===== src/rtl/fwd_data_path.sv =====
// Forwarding data path: result pipeline EX->MA->WB->post-WB, one-hot operand select and stall hold.
// Optional sticky multi-hit checker enabled by defining FWD_ONEHOT_CHK_EN.
module fwd_data_path #(
  parameter int XLEN = 32
) (
  input  logic            i_clk,
  input  logic            i_rst_n,
  input  logic            i_rst_pipe,
  input  logic            i_stall,
  input  logic            i_stall_ma,
  input  logic            i_stall_wb,
  input  logic [XLEN-1:0] i_alu_result_ex,
  input  logic            i_wbk_rd_reg_ex,
  input  logic            i_cmd_ld_ma,
  input  logic [XLEN-1:0] i_ld_data_ma,
  input  logic            i_hit_rs1_idex_ex,
  input  logic            i_hit_rs1_idma_ex,
  input  logic            i_hit_rs1_idwb_ex,
  input  logic            i_nohit_rs1_ex,
  input  logic            i_hit_rs2_idex_ex,
  input  logic            i_hit_rs2_idma_ex,
  input  logic            i_hit_rs2_idwb_ex,
  input  logic            i_nohit_rs2_ex,
  input  logic [XLEN-1:0] i_rf_rs1_data_ex,
  input  logic [XLEN-1:0] i_rf_rs2_data_ex,
  output logic [XLEN-1:0] o_rs1_opr_ex,
  output logic [XLEN-1:0] o_rs2_opr_ex,
  output logic [XLEN-1:0] o_rd_data_wb,
  output logic            o_fwd_err
);

  logic [XLEN-1:0] r_rd_data_ma;
  logic [XLEN-1:0] r_rd_data_wb;
  logic [XLEN-1:0] r_rd_data_post;
  logic [XLEN-1:0] r_hold_rs1;
  logic [XLEN-1:0] r_hold_rs2;
  logic            r_hold_valid;
  logic [XLEN-1:0] w_sel_rs1;
  logic [XLEN-1:0] w_sel_rs2;

  // Nearest producer wins; an all-zero flag set (post-load bubble) falls back to the register file.
  function automatic logic [XLEN-1:0] sel_opr(
    input logic            idex,
    input logic            idma,
    input logic            idwb,
    input logic            nohit,
    input logic [XLEN-1:0] ma,
    input logic [XLEN-1:0] wb,
    input logic [XLEN-1:0] post,
    input logic [XLEN-1:0] rf
  );
    logic [XLEN-1:0] res;
    if (idex)       res = ma;
    else if (idma)  res = wb;
    else if (idwb)  res = post;
    else if (nohit) res = rf;
    else            res = rf;
    return res;
  endfunction

  assign w_sel_rs1 = sel_opr(i_hit_rs1_idex_ex, i_hit_rs1_idma_ex, i_hit_rs1_idwb_ex,
                             i_nohit_rs1_ex, r_rd_data_ma, r_rd_data_wb, r_rd_data_post,
                             i_rf_rs1_data_ex);
  assign w_sel_rs2 = sel_opr(i_hit_rs2_idex_ex, i_hit_rs2_idma_ex, i_hit_rs2_idwb_ex,
                             i_nohit_rs2_ex, r_rd_data_ma, r_rd_data_wb, r_rd_data_post,
                             i_rf_rs2_data_ex);

  always_ff @(posedge i_clk or negedge i_rst_n) begin
    if (!i_rst_n) begin
      r_rd_data_ma   <= '0;
      r_rd_data_wb   <= '0;
      r_rd_data_post <= '0;
    end else if (i_rst_pipe) begin
      r_rd_data_ma   <= '0;
      r_rd_data_wb   <= '0;
      r_rd_data_post <= '0;
    end else if (!i_stall) begin
      r_rd_data_ma <= i_wbk_rd_reg_ex ? i_alu_result_ex : '0;
      if (!i_stall_ma) r_rd_data_wb <= i_cmd_ld_ma ? i_ld_data_ma : r_rd_data_ma;
      if (!i_stall_wb) r_rd_data_post <= r_rd_data_wb;
    end
  end

  // Operands seen in the first stalled cycle are frozen; later producers keep retiring meanwhile.
  always_ff @(posedge i_clk or negedge i_rst_n) begin
    if (!i_rst_n) begin
      r_hold_valid <= 1'b0;
      r_hold_rs1   <= '0;
      r_hold_rs2   <= '0;
    end else if (i_rst_pipe) begin
      r_hold_valid <= 1'b0;
      r_hold_rs1   <= '0;
      r_hold_rs2   <= '0;
    end else if (i_stall) begin
      r_hold_valid <= 1'b1;
      if (!r_hold_valid) begin
        r_hold_rs1 <= w_sel_rs1;
        r_hold_rs2 <= w_sel_rs2;
      end
    end else begin
      r_hold_valid <= 1'b0;
    end
  end

  assign o_rs1_opr_ex = r_hold_valid ? r_hold_rs1 : w_sel_rs1;
  assign o_rs2_opr_ex = r_hold_valid ? r_hold_rs2 : w_sel_rs2;
  assign o_rd_data_wb = r_rd_data_wb;

`ifdef FWD_ONEHOT_CHK_EN
  logic       r_fwd_err;
  logic [2:0] w_cnt_rs1;
  logic [2:0] w_cnt_rs2;

  assign w_cnt_rs1 = 3'(i_hit_rs1_idex_ex) + 3'(i_hit_rs1_idma_ex)
                   + 3'(i_hit_rs1_idwb_ex) + 3'(i_nohit_rs1_ex);
  assign w_cnt_rs2 = 3'(i_hit_rs2_idex_ex) + 3'(i_hit_rs2_idma_ex)
                   + 3'(i_hit_rs2_idwb_ex) + 3'(i_nohit_rs2_ex);

  // Sticky until power-on reset so a flush cannot hide a detector fault.
  always_ff @(posedge i_clk or negedge i_rst_n) begin
    if (!i_rst_n) begin
      r_fwd_err <= 1'b0;
    end else if (!i_stall && ((w_cnt_rs1 > 3'd1) || (w_cnt_rs2 > 3'd1))) begin
      r_fwd_err <= 1'b1;
    end
  end

  assign o_fwd_err = r_fwd_err;
`else
  assign o_fwd_err = 1'b0;
`endif

endmodule


===== config.mk =====
export PLATFORM = sky130hd
export DESIGN_NAME = fwd_data_path
export DESIGN_NICKNAME = d
export VERILOG_FILES = /design/src/rtl/fwd_data_path.sv
export SDC_FILE = /design/constraint.sdc
export NUM_CORES = 1
export LEC_CHECK = 0
export ABC_CLOCK_PERIOD_IN_PS = 3120
export CORE_UTILIZATION = 45
export DETAILED_ROUTE_END_ITERATION = 12
export GPL_ROUTABILITY_DRIVEN = 0
export GPL_TIMING_DRIVEN = 1
export PLACE_DENSITY = 0.87
export SLEW_MARGIN = 10
export SYNTH_ARGS = -nofsm -noshare
export SYNTH_HDL_FRONTEND = slang
export SYNTH_SLANG_ARGS = --single-unit

===== constraint.sdc =====
create_clock -name i_clk -period 3.12 [get_ports i_clk]
set_input_delay 0.624 -clock i_clk [delete_from_list [all_inputs] [get_ports i_clk]]
set_output_delay 0.624 -clock i_clk [all_outputs]
set_load 0.01 [all_outputs]

==> impl_metrics.toml, run 1 <==
[status]
status = "finished with violations"
violations = "setup timing"

[floorplan]
io_pins = 241
start_util_pct = 45.8
core_um2 = 19500
die_height_um = 143
die_area_um2 = 20400
die_w_um = 143
rows = 51

[layout]
nFillCells = 1469
syn_to_final_growth_pct = 41.5
fin_area_um2 = 12600
stdcell_count = 1342
seqCellArea_um2 = 4030
multi_input_area_um2 = 4510
final_nets = 1207
layout-drive-gt1-share_pct = 18.1

[yosys]
synth_ff_type = "dfrtp_1"
syn_avg_cell_area_um2 = 10.7
netlist_top_cells_count = "dfrtp_1, a22o_1, mux2i_1, nand2_1"
synth.distinct_cells = 24
syn_area_um2 = 8920
yosys-top-cells-area = "dfrtp_1, mux2i_1, a22o_1"
synth_top_cell_by_area = "dfrtp_1"
synth_nets = 976
synth-seq-cells = 161
ys_seq_area_share_pct = 45.2
yosysMostFrequentCell = "dfrtp_1"
async_flop_share_pct = 100
synthCells = 832
synth_warnings = 0
synth_edf_count = 0
synth_top_area_share_pct = 45.2

[clocking]
insertion_delay_ns = 0.44
cts_tree = "built"
clk_pin_slew_ns = 0.07
numCtsBuffers = 17
cts_buffer_depth = 2
cts_sinks = 161
cts-root-buf = "clkbuf_16"
htree_num_levels = 4

[sta]
fin_ws_ns = -0.0198
hold_viol = 0
drv_slew = 0
worst_pin_slew_ns = 0.813
grt_setup_unrepaired = "true"
clock.fmax_mhz = 318
finalSetupViolations = 2
skew_ns = 0.0143
fin_crit_ns = 3.14
max_slew_margin_pct = 45.8
finalCritPeriodShare_pct = 101

[detailed_routing]
wl_per_cell_um = 23.8
detail-route-antenna-nets = 0
routed_via_density = 6.23
drc = 0
drt_iter0_markers = 903
first_pass_iters = 5
drt_wl_total_mm = 32.0
num_vias = 8362

[hold_path]
min_path_type = "in2async"

[worst_setup_path]
required_ns = 2.50
critPathLaunchType = "input port"
critPathMaxFanout = 10
crit_arrival_ns = 2.52
crit_type = "in2out"
end_kind = "primary output"

[power]
leakage_nw = 5.40
power_mw = 5.68
vdd_ir_drop_max_mv = 0.386
pwr_density_cell_nw_per_um2 = 450

[placed_design]
numPortBuffers = 237
dp.cells = 1304
dpl_cell_area_um2 = 11700
dp_hpwl_mm = 21.1

[global_route]
grt_pass1_wl_mm = 48.8
grt.total_usage_pct = 32.0
grt_pass1_vias = 8606
antenna_found_initial = 1
grt_overflow_total = 0
grt_max_degree = 72

[job]
maxCapViolations = 0
[per-layer routing]
layer,vias to the layer above,global-route usage (%),part of all wire [%]
li1,3562,-,-
met1,4115,41.1,39
met2,576,50.4,46
met3,109,6.30,9.6
met4,0,18.1,4.7
met5,-,0,0
[final timing paths]
kind / startpoint / to / slack, ns / cells after the start
min reg2reg: r_hold_rs1[31] / r_hold_rs1[31] / 0.49 / 1
min in group i_clk: r_hold_rs1[31] / r_hold_rs1[31] / 0.49 / 1
max in group asynchronous: i_rst_n / r_hold_rs2[3] / 2.18 / 2
max: i_hit_rs2_idma_ex / o_rs2_opr_ex[29] / -0.02 / 7
min: i_rst_n / r_hold_rs1[1] / 0.18 / 1
max reg2reg: r_hold_valid / r_hold_rs1[9] / 0.95 / 5
[layout by cell type (no fill, tap or decap)]
cell | Yosys | routed
clkdlybuf4s50_1 | 0 | 228
dfrtp_1 | 161 | 161
mux2i_1 | 96 | 96
a22o_1 | 96 | 96
nand2_1 | 96 | 96
mux2_2 | 64 | 64
nor3b_1 | 64 | 61
a221oi_1 | 64 | 44
buf_4 | 2 | 35
inv_1 | 33 | 32
a21oi_1 | 33 | 32
o21ai_1 | 30 | 30
a221oi_2 | 0 | 20
buf_12 | 0 | 18
clkbuf_16 | 0 | 17
inv_6 | 0 | 7
buf_2 | 32 | 6
buf_6 | 13 | 5
nor2_4 | 0 | 4
nor3b_2 | 1 | 3
inv_8 | 0 | 3
o21ai_0 | 2 | 2
clkinv_4 | 0 | 2
bufinv_16 | 0 | 2
diode_2 | 0 | 1
inv_2 | 0 | 1
nor2b_4 | 0 | 1
nor3b_4 | 0 | 1
or3_1 | 1 | 1
o21ba_2 | 1 | 1
or2_2 | 1 | 1
and2_2 | 0 | 1
a21oi_4 | 0 | 1
conb_1 | 1 | 1
clkinv_8 | 0 | 1
clkdlybuf4s15_2 | 0 | 1
dlygate4sd2_1 | 0 | 1
[power breakdown]
part           switching, mW  internal (mW)
combinational          0.586          0.651
sequential            0.0703           2.17
clock                  0.984           1.22
[repair_timing]
action                                  4_1_cts  5_1_grt
hold buffers                                  0        0
pin swaps                                     2        1
endpoints found under the setup margin       64       25
hold endpoints to repair                      0        0
buffers inserted                              2        2
gates resized for setup                      15       20
gates cloned                                  1        0
[cells by family (layout without fill, tap and decap cells)]
family,count (synthesis),after routing,synth area share (%)
AND/OR/NAND/NOR,168,169,9.97
multiplexers,160,160,18.8
buffers and inverters,116,359,6.51
other,1,2,0.0420
AO/OA/AOI/OAI,226,226,19.5
flip-flops,161,161,45.2
[cell type report]
class                           count  share of cell area, %
Multi-Input combinational cell    556                   35.7
Sequential cell                   161                   31.9
Timing Repair Buffer              294                   23.9
Clock buffer                       17                   3.37
Tap cell                          265                   2.63
Clock inverter                     15                   1.50
Inverter                           33                  0.981
Antenna cell                        1                 0.0198
[state kept, by name, indices dropped and copies added, names as in the netlist]
name,flops
r_rd_data_post,32
o_rd_data_wb,32
r_hold_valid,1
r_rd_data_ma,32
r_hold_rs1,32
r_hold_rs2,32
[critical path: stages]
cell	delay [ns]
dlygate4sd2_1	0.33
nor2_4	0.08
buf_12	0.16
buf_4	0.14
a221oi_1	0.40
mux2_2	0.24
clkdlybuf4s50_1	0.53
[stage by stage]
step                setup slack, ns  TNS, ns  utilization, %  hold WS (ns)
global placement             -0.333   -17.67            60.4         0.478
detailed placement           -0.351   -19.10            60.4         0.478
CTS                          0.0194        0            64.1         0.221
floorplan                     0.942        0               -         0.328
global route                -0.0540  -0.0963            64.9         0.242
finish                      -0.0198  -0.0335            64.9         0.185
(Power assumes the default switching activity.)
==> run 2, diff against run 1 <==
Settings changed: ABC_CLOCK_PERIOD_IN_PS 3120 to 3640, CTS_BUF_LIST set to sky130_fd_sc_hd__clkbuf_8.
Clock period 3.12 ns to 3.64 ns, I/O delays scaled along.
==> impl_metrics.toml, run 2 (synthesized netlist as in run 1, its figures left out) <==
[floorplan]
rows = 51
io_pins = 241
core_um2 = 19500
die_height_um = 143
die_area_um2 = 20400
die_w_um = 143
start_util_pct = 45.8

[detailed_routing]
first_pass_iters = 6
detail-route-antenna-nets = 0
num_vias = 8111
drc = 0
routed_via_density = 6.16
drt_iter0_markers = 794
drt_wl_total_mm = 31.1
wl_per_cell_um = 23.6

[worst_setup_path]
crit_family = "buffers and inverters"
crit_arrival_ns = 2.73
required_ns = 2.91
crit_chain = "dlygate4sd2_1 -> buf_8 -> nor3b_1 -> a221oi_1 -> buf_4 -> mux2_2 -> clkdlybuf4s50_1"
end_kind = "primary output"
crit_path_max_incr_delay_ns = 0.49
critPathLaunchType = "input port"
critPathMaxFanout = 32
path_buf_inv = 4
cpMaxStageDelayCell = "clkdlybuf4s50_1"
crit_type = "in2out"

[global_route]
grt_pass1_wl_mm = 47.3
antenna_found_initial = 1
grt_max_degree = 73
grt_pass1_vias = 8222
grt.total_usage_pct = 31.3
grt_overflow_total = 0

[placed_design]
dp.cells = 1279
dp_hpwl_mm = 19.6
numPortBuffers = 237
place_ws_ns = -0.266

[clocking]
cts-root-buf = "clkbuf_8"
numCtsBuffers = 17
cts_buffer_depth = 2
htree_num_levels = 4
insertion_delay_ns = 0.47
cts_sinks = 161
clk_pin_slew_ns = 0.09
cts_tree = "built"

[sta]
worst_pin_slew_ns = 0.914
fin_ws_ns = 0.179
finalSetupViolations = 0
grt_setup_unrepaired = "false"
fin_crit_ns = 3.46
hold_viol = 0
drv_slew = 0
finalCritPeriodShare_pct = 95.1
max_slew_margin_pct = 39.1
hold_slack_ns = 0.261
clock.fmax_mhz = 289
skew_ns = 0.00993

[job]
maxCapViolations = 0

[layout]
layout-drive-gt1-share_pct = 14.0
finalCoreUtilization_pct = 61.4
final_cell_mix = "clkdlybuf4s50_1, dfrtp_1, mux2i_1, a22o_1, nand2_1"
final_common_cell = "clkdlybuf4s50_1"
syn_to_final_growth_pct = 34.0
final_nets = 1182
stdcell_count = 1317

[status]
status = "finished clean"

[power]
pwr_density_cell_nw_per_um2 = 356
vdd_ir_drop_max_mv = 0.264
leakage_nw = 5.11
power_mw = 4.25

[hold_path]
min_path_type = "in2async"
run 2: cell count changes in the layout (fill, tap and decap cells not counted), moves of 2 or more:
cell and delta:
clkinvlp_4 +2, nor3b_1 +3, buf_6 -4, clkbuf_16 -17
clkbuf_8 +17, a221oi_2 -18, inv_6 -2, buf_4 -13
nor3b_2 -3, buf_8 +2, clkinv_2 +2, inv_8 -3
buf_12 -11, a221oi_1 +18
run 2: metal layers:
layer / track usage (%) / vias up / share of wire (%)
li1: - / 3519 / -
met1: 42.7 / 3988 / 41
met2: 47.5 / 512 / 46
met3: 5.80 / 92 / 9.5
met4: 16.3 / 0 / 4.1
met5: 0 / - / 0
run 2: worst register-to-register path: cells and delay by family, from the launching register on:
kind	cells	cell delay, ns
AND/OR/NAND/NOR	1	0.26
buffers and inverters	3	0.85
flip-flops	1	0.38
AO/OA/AOI/OAI	1	0.24
run 2: final timing paths:
check	end	from	depth (start not counted)	slack, ns
setup reg to reg	r_hold_rs1[4]	r_hold_valid	5	1.84
setup / recovery	o_rs1_opr_ex[3]	i_hit_rs1_idma_ex	7	0.18
max in group asynchronous	r_hold_rs1[24]	i_rst_n	2	2.55
hold reg to reg	r_hold_rs2[17]	r_hold_rs2[17]	1	0.51
hold / removal	r_hold_rs2[30]	i_rst_n	1	0.26
min in group i_clk	r_hold_rs2[17]	r_hold_rs2[17]	1	0.51
run 2: what timing repair did:
| action | CTS | global route |
|---|---|---|
| setup endpoints to repair | 64 | 0 |
| hold buffers | 0 | 0 |
| gates resized for setup | 10 | 0 |
| buffers inserted | 3 | 0 |
run 2: where the power goes:
group          internal (mW)  switching [mW]
Clock                  0.618           0.727
Combinational          0.513           0.478
Sequential              1.85          0.0585
run 2: layout make-up:
class,instances,area [um^2]
inverters,33,124
clock inverters,15,159
well taps,265,332
clock buffers,17,234
repair buffers,268,2680
fillers,1573,7510
flip-flops and latches,161,4030
diodes,1,2.50
multi-input cells,557,4400
run 2: metrics by stage:
stage	area (um^2)	setup TNS (ns)
3_3_place_gp	11500	-7.83
6_report	12000	0
3_5_place_dp	11500	-10.22
5_1_grt	12000	0
4_1_cts	11900	0
2_1_floorplan	8920	0
==> run 3, diff against run 2 <==
Settings changed: REMOVE_ABC_BUFFERS set to 1, SLEW_MARGIN 10 to 20.
==> impl_metrics.toml, run 3 (synthesized netlist as in run 1, its figures left out) <==
[floorplan]
start_util_pct = 45.8
die_area_um2 = 20400
io_pins = 241
rows = 51
die_height_um = 143
core_um2 = 19500
die_w_um = 143

[sta]
finalCritPeriodShare_pct = 89.5
drv_slew = 0
clock.fmax_mhz = 307
finalSetupViolations = 0
max_slew_margin_pct = 38.6
grt_setup_unrepaired = "false"
hold_viol = 0
setup_tns_ns = 0
fin_ws_ns = 0.382
hold_slack_ns = 0.180
worst_pin_slew_ns = 0.921
skew_ns = 0.0165
fin_crit_ns = 3.26

[status]
status = "finished clean"

[layout]
final_common_cell = "clkdlybuf4s50_1"
syn_to_final_growth_pct = 33.5
final_cell_mix = "clkdlybuf4s50_1, dfrtp_1, mux2i_1, a22o_1, nand2_1"
final_nets = 1178
layout-drive-gt1-share_pct = 13.5
nFillCells = 1571
num_antenna_cells = 0

[global_route]
grt_overflow_total = 0
grt_pass1_wl_mm = 46.0
grt.total_usage_pct = 30.0
grt_max_degree = 88
grt_pass1_vias = 8199
antenna_found_initial = 2

[power]
vdd_ir_drop_max_mv = 0.221
leakage_nw = 5.10
power_mw = 4.21
pwr_density_cell_nw_per_um2 = 354

[clocking]
cts_buffer_depth = 2
cts-root-buf = "clkbuf_8"
hold_buffers = 0
cts_sinks = 161
numCtsBuffers = 17
htree_num_levels = 4
clk_pin_slew_ns = 0.09
insertion_delay_ns = 0.45
cts_tree = "built"

[placed_design]
numPortBuffers = 237
place_ws_ns = -0.186
dp_hpwl_mm = 18.2

[job]
maxCapViolations = 0

[worst_setup_path]
crit_arrival_ns = 2.53
required_ns = 2.91
crit_type = "in2out"
critPathLaunchType = "input port"
end_kind = "primary output"
critPathMaxFanout = 32

[detailed_routing]
routed_via_density = 6.14
drc = 0
drt_wl_total_mm = 29.8
first_pass_iters = 5
drt_iter0_markers = 672
wl_per_cell_um = 22.8
detail-route-antenna-nets = 0
num_vias = 8045

[hold_path]
min_path_type = "in2async"
==> run 3: cell types whose count changed in the layout (fill, tap and decap cells not counted), sizes merged, moves of 2 or more <==
cell | previous run | this run
buf | 38 | 36
clkbuf | 17 | 20
dlygate4sd2 | 2 | 0
inv | 39 | 34
==> run 3: what timing repair did <==
item	4_1_cts	5_1_grt
pin swaps	2	0
gates resized for setup	3	1
endpoints found under the setup margin	32	30
gates cloned	1	0
buffers inserted	4	0
==> run 3: where the power goes <==
group	switching, mW	internal, mW	leakage (nW)
logic	0.464	0.508	2.69
registers	0.0568	1.86	2.21
clock network	0.674	0.655	0.203
==> run 3: layer usage <==
layer | track usage, % | vias to the layer above | wire [um]
met4 | 12.1 | 4 | 768
met2 | 48.4 | 441 | 14300
met3 | 6.34 | 66 | 2450
met5 | 0 | - | 31
li1 | - | 3510 | -
met1 | 39.4 | 4024 | 12300
==> run 3: layout make-up <==
type | instances | area [um^2] | area share, %
multi-input combinational | 556 | 4370 | 36.7
sequential | 161 | 4030 | 33.8
clock buffer | 20 | 275 | 2.31
clock inverter | 11 | 115 | 0.966
inverter | 33 | 125 | 1.05
timing repair buffer | 265 | 2660 | 22.3
tap | 265 | 332 | 2.78
==> run 3: path summary, 6_finish.rpt <==
kind / to / slack [ns] / depth (start not counted) / startpoint
worst max-delay path: o_rs1_opr_ex[2] / 0.38 / 6 / i_hit_rs1_idma_ex
worst min-delay path: r_rd_data_ma[16] / 0.18 / 1 / i_rst_n
worst max register to register: r_hold_rs2[18] / 1.51 / 5 / r_hold_valid
worst min register to register: r_hold_rs2[23] / 0.50 / 1 / r_hold_rs2[23]
max in group asynchronous: o_rd_data_wb[8] / 2.57 / 2 / i_rst_n
min in group i_clk: r_hold_rs2[23] / 0.50 / 1 / r_hold_rs2[23]
==> run 3: worst max-delay path: stages <==
cell	delay, ns
dlymetal6s2s_1	0.33
buf_8	0.32
nor3b_1	0.27
a221oi_1	0.10
mux2_2	0.30
clkdlybuf4s50_1	0.48
==> run 3: per-stage QoR <==
stage | util (%) | area (um^2) | cells
2_1_floorplan | - | 8460 | 749
3_3_place_gp | 58.8 | 11500 | 1275
4_1_cts | 61.2 | 11900 | 1311
6_report | 61.2 | 11900 | 1311
5_1_grt | 61.2 | 11900 | 1311
3_5_place_dp | 58.8 | 11500 | 1275
==> variant (settings of run 3) <==
The parameter `XLEN` goes from 32 to 64.
--- a/src/rtl/fwd_data_path.sv
+++ b/src/rtl/fwd_data_path.sv
@@ -3,3 +3,3 @@
 module fwd_data_path #(
-  parameter int XLEN = 32
+  parameter int XLEN = 64
 ) (
Ports: changed (7 resized); port bits go from 241 to 465. No check against the original RTL was run, so the function may have changed too.
==> variant against run 3 <==
- core utilization grew 1.0 points
- first-iteration DRC count rose by 90%
- sequential cell count grew 160
- via count is 110% higher
- design area grew 100%
- power is 130% higher
- critical path depth down 1
- combinational power rose by 100%
- setup slack got worse by 0.24 ns
- largest cell class unchanged
- critical path type unchanged
- count of clock-buffer cells in the layout increased by 54
- die area is 96% higher
- worst hold slack got worse by 0.14 ns
- synthesized area grew 97%
- wire length rose by 120%
==> variant: results (changes against run 3) <==
Leak Pwr -> 0.0105 uW (+110%)
Clock Path Buffers -> 3 (+1)
share of layout cells above drive strength 1 -> 14.5% (+1.0 points)
via/cell ratio -> 6.45 (+5.1%)
vias in the first global route -> 17.2k (+110%)
final cell count without fillers -> 2566 (+96%)
Routed wire per std cell -> 25.7 um (+13%)
VDD IR-drop max -> 0.000291 V (+32%)
H-tree depth -> 2 (-2)
Final #Nets -> 2271 (+93%)
R2R setup slack -> 1.44 ns (-0.07 ns)
CP max FO -> 2 (-94%)
Area after DPL -> 0.0228 mm^2 (+99%)
post-synthesis area per instance -> 11.1 um^2 (+3.5%)
top post-synthesis cells by area -> dfrtp_1, a22o_1, mux2i_1
final hold slack -> 0.0379 ns (-0.142 ns)
post-synthesis sequential area ratio -> 45.6% (+0.48 points)
library cells used by synthesis -> 25 (+4.2%)
PostCTS Resize Cnt -> 0 (-3)
Crit. Startpoint -> i_rf_rs2_data_ex[48]
top cells by count, synth -> dfrtp_1, a22o_1, mux2i_1, nor3b_1
status -> completed
Reg clk slew, reported paths -> 0.07 ns (-0.02 ns)
CP arrival -> 2.77 ns (+0.24 ns)
FF-to-FF End -> r_hold_rs1[32]
## variant: cell types whose count changed after synthesis, sizes merged, moves of 54 or more
cell | before | now
a22o | 96 | 224
nor3b | 65 | 129
dfrtp | 161 | 321
mux2 | 64 | 128
a221oi | 64 | 128
mux2i | 96 | 192
buf | 51 | 105
## variant: where the power goes
| group | switching [uW] | total [uW] | internal (uW) | leakage (uW) |
|---|---|---|---|---|
| logic | 973 | 1990 | 1020 | 0.00536 |
| registers | 118 | 3820 | 3710 | 0.00440 |
| clock network | 1610 | 3710 | 2100 | 0.000709 |
## variant: area by class of cell
type	instances	area (um^2)
Antenna cell	1	2.50
Timing Repair Buffer	518	5330
Clock inverter	32	248
Tap cell	518	648
Sequential cell	321	8030
Clock buffer	74	1020
Multi-Input combinational cell	1037	8510
Inverter	65	249
Fill cell	2911	14600
## variant: cells by family (layout without fill, tap and decap cells)
group,Yosys count,in the layout,share of synthesized area (%)
AO/OA/AOI/OAI,450,450,20.3
buffers and inverters,228,689,6.36
flip-flops,321,321,45.6
multiplexers,320,320,19.1
other,1,2,0.0213
AND/OR/NAND/NOR,266,266,8.52
## variant: worst max path at each step
| stage | endpoint | slack (ns) | depth (start not counted) |
|---|---|---|---|
| floorplan | r_hold_rs1[0] | -4.51 | 3 |
| global placement | o_rs2_opr_ex[48] | 0.30 | 5 |
| detailed placement | o_rs2_opr_ex[48] | 0.26 | 5 |
| CTS | o_rs2_opr_ex[21] | 0.17 | 4 |
| global route | o_rs2_opr_ex[21] | 0.12 | 4 |
| finish | o_rs2_opr_ex[48] | 0.15 | 5 |
## variant: metal layers
layer / GRT usage, % / vias up / share of wire [%]
met4: 20.1 / 4 / 5.3
met3: 8.95 / 259 / 11
met1: 39.8 / 8201 / 38
li1: - / 6847 / -
met5: 0 / - / 0.035
met2: 50.4 / 1231 / 46
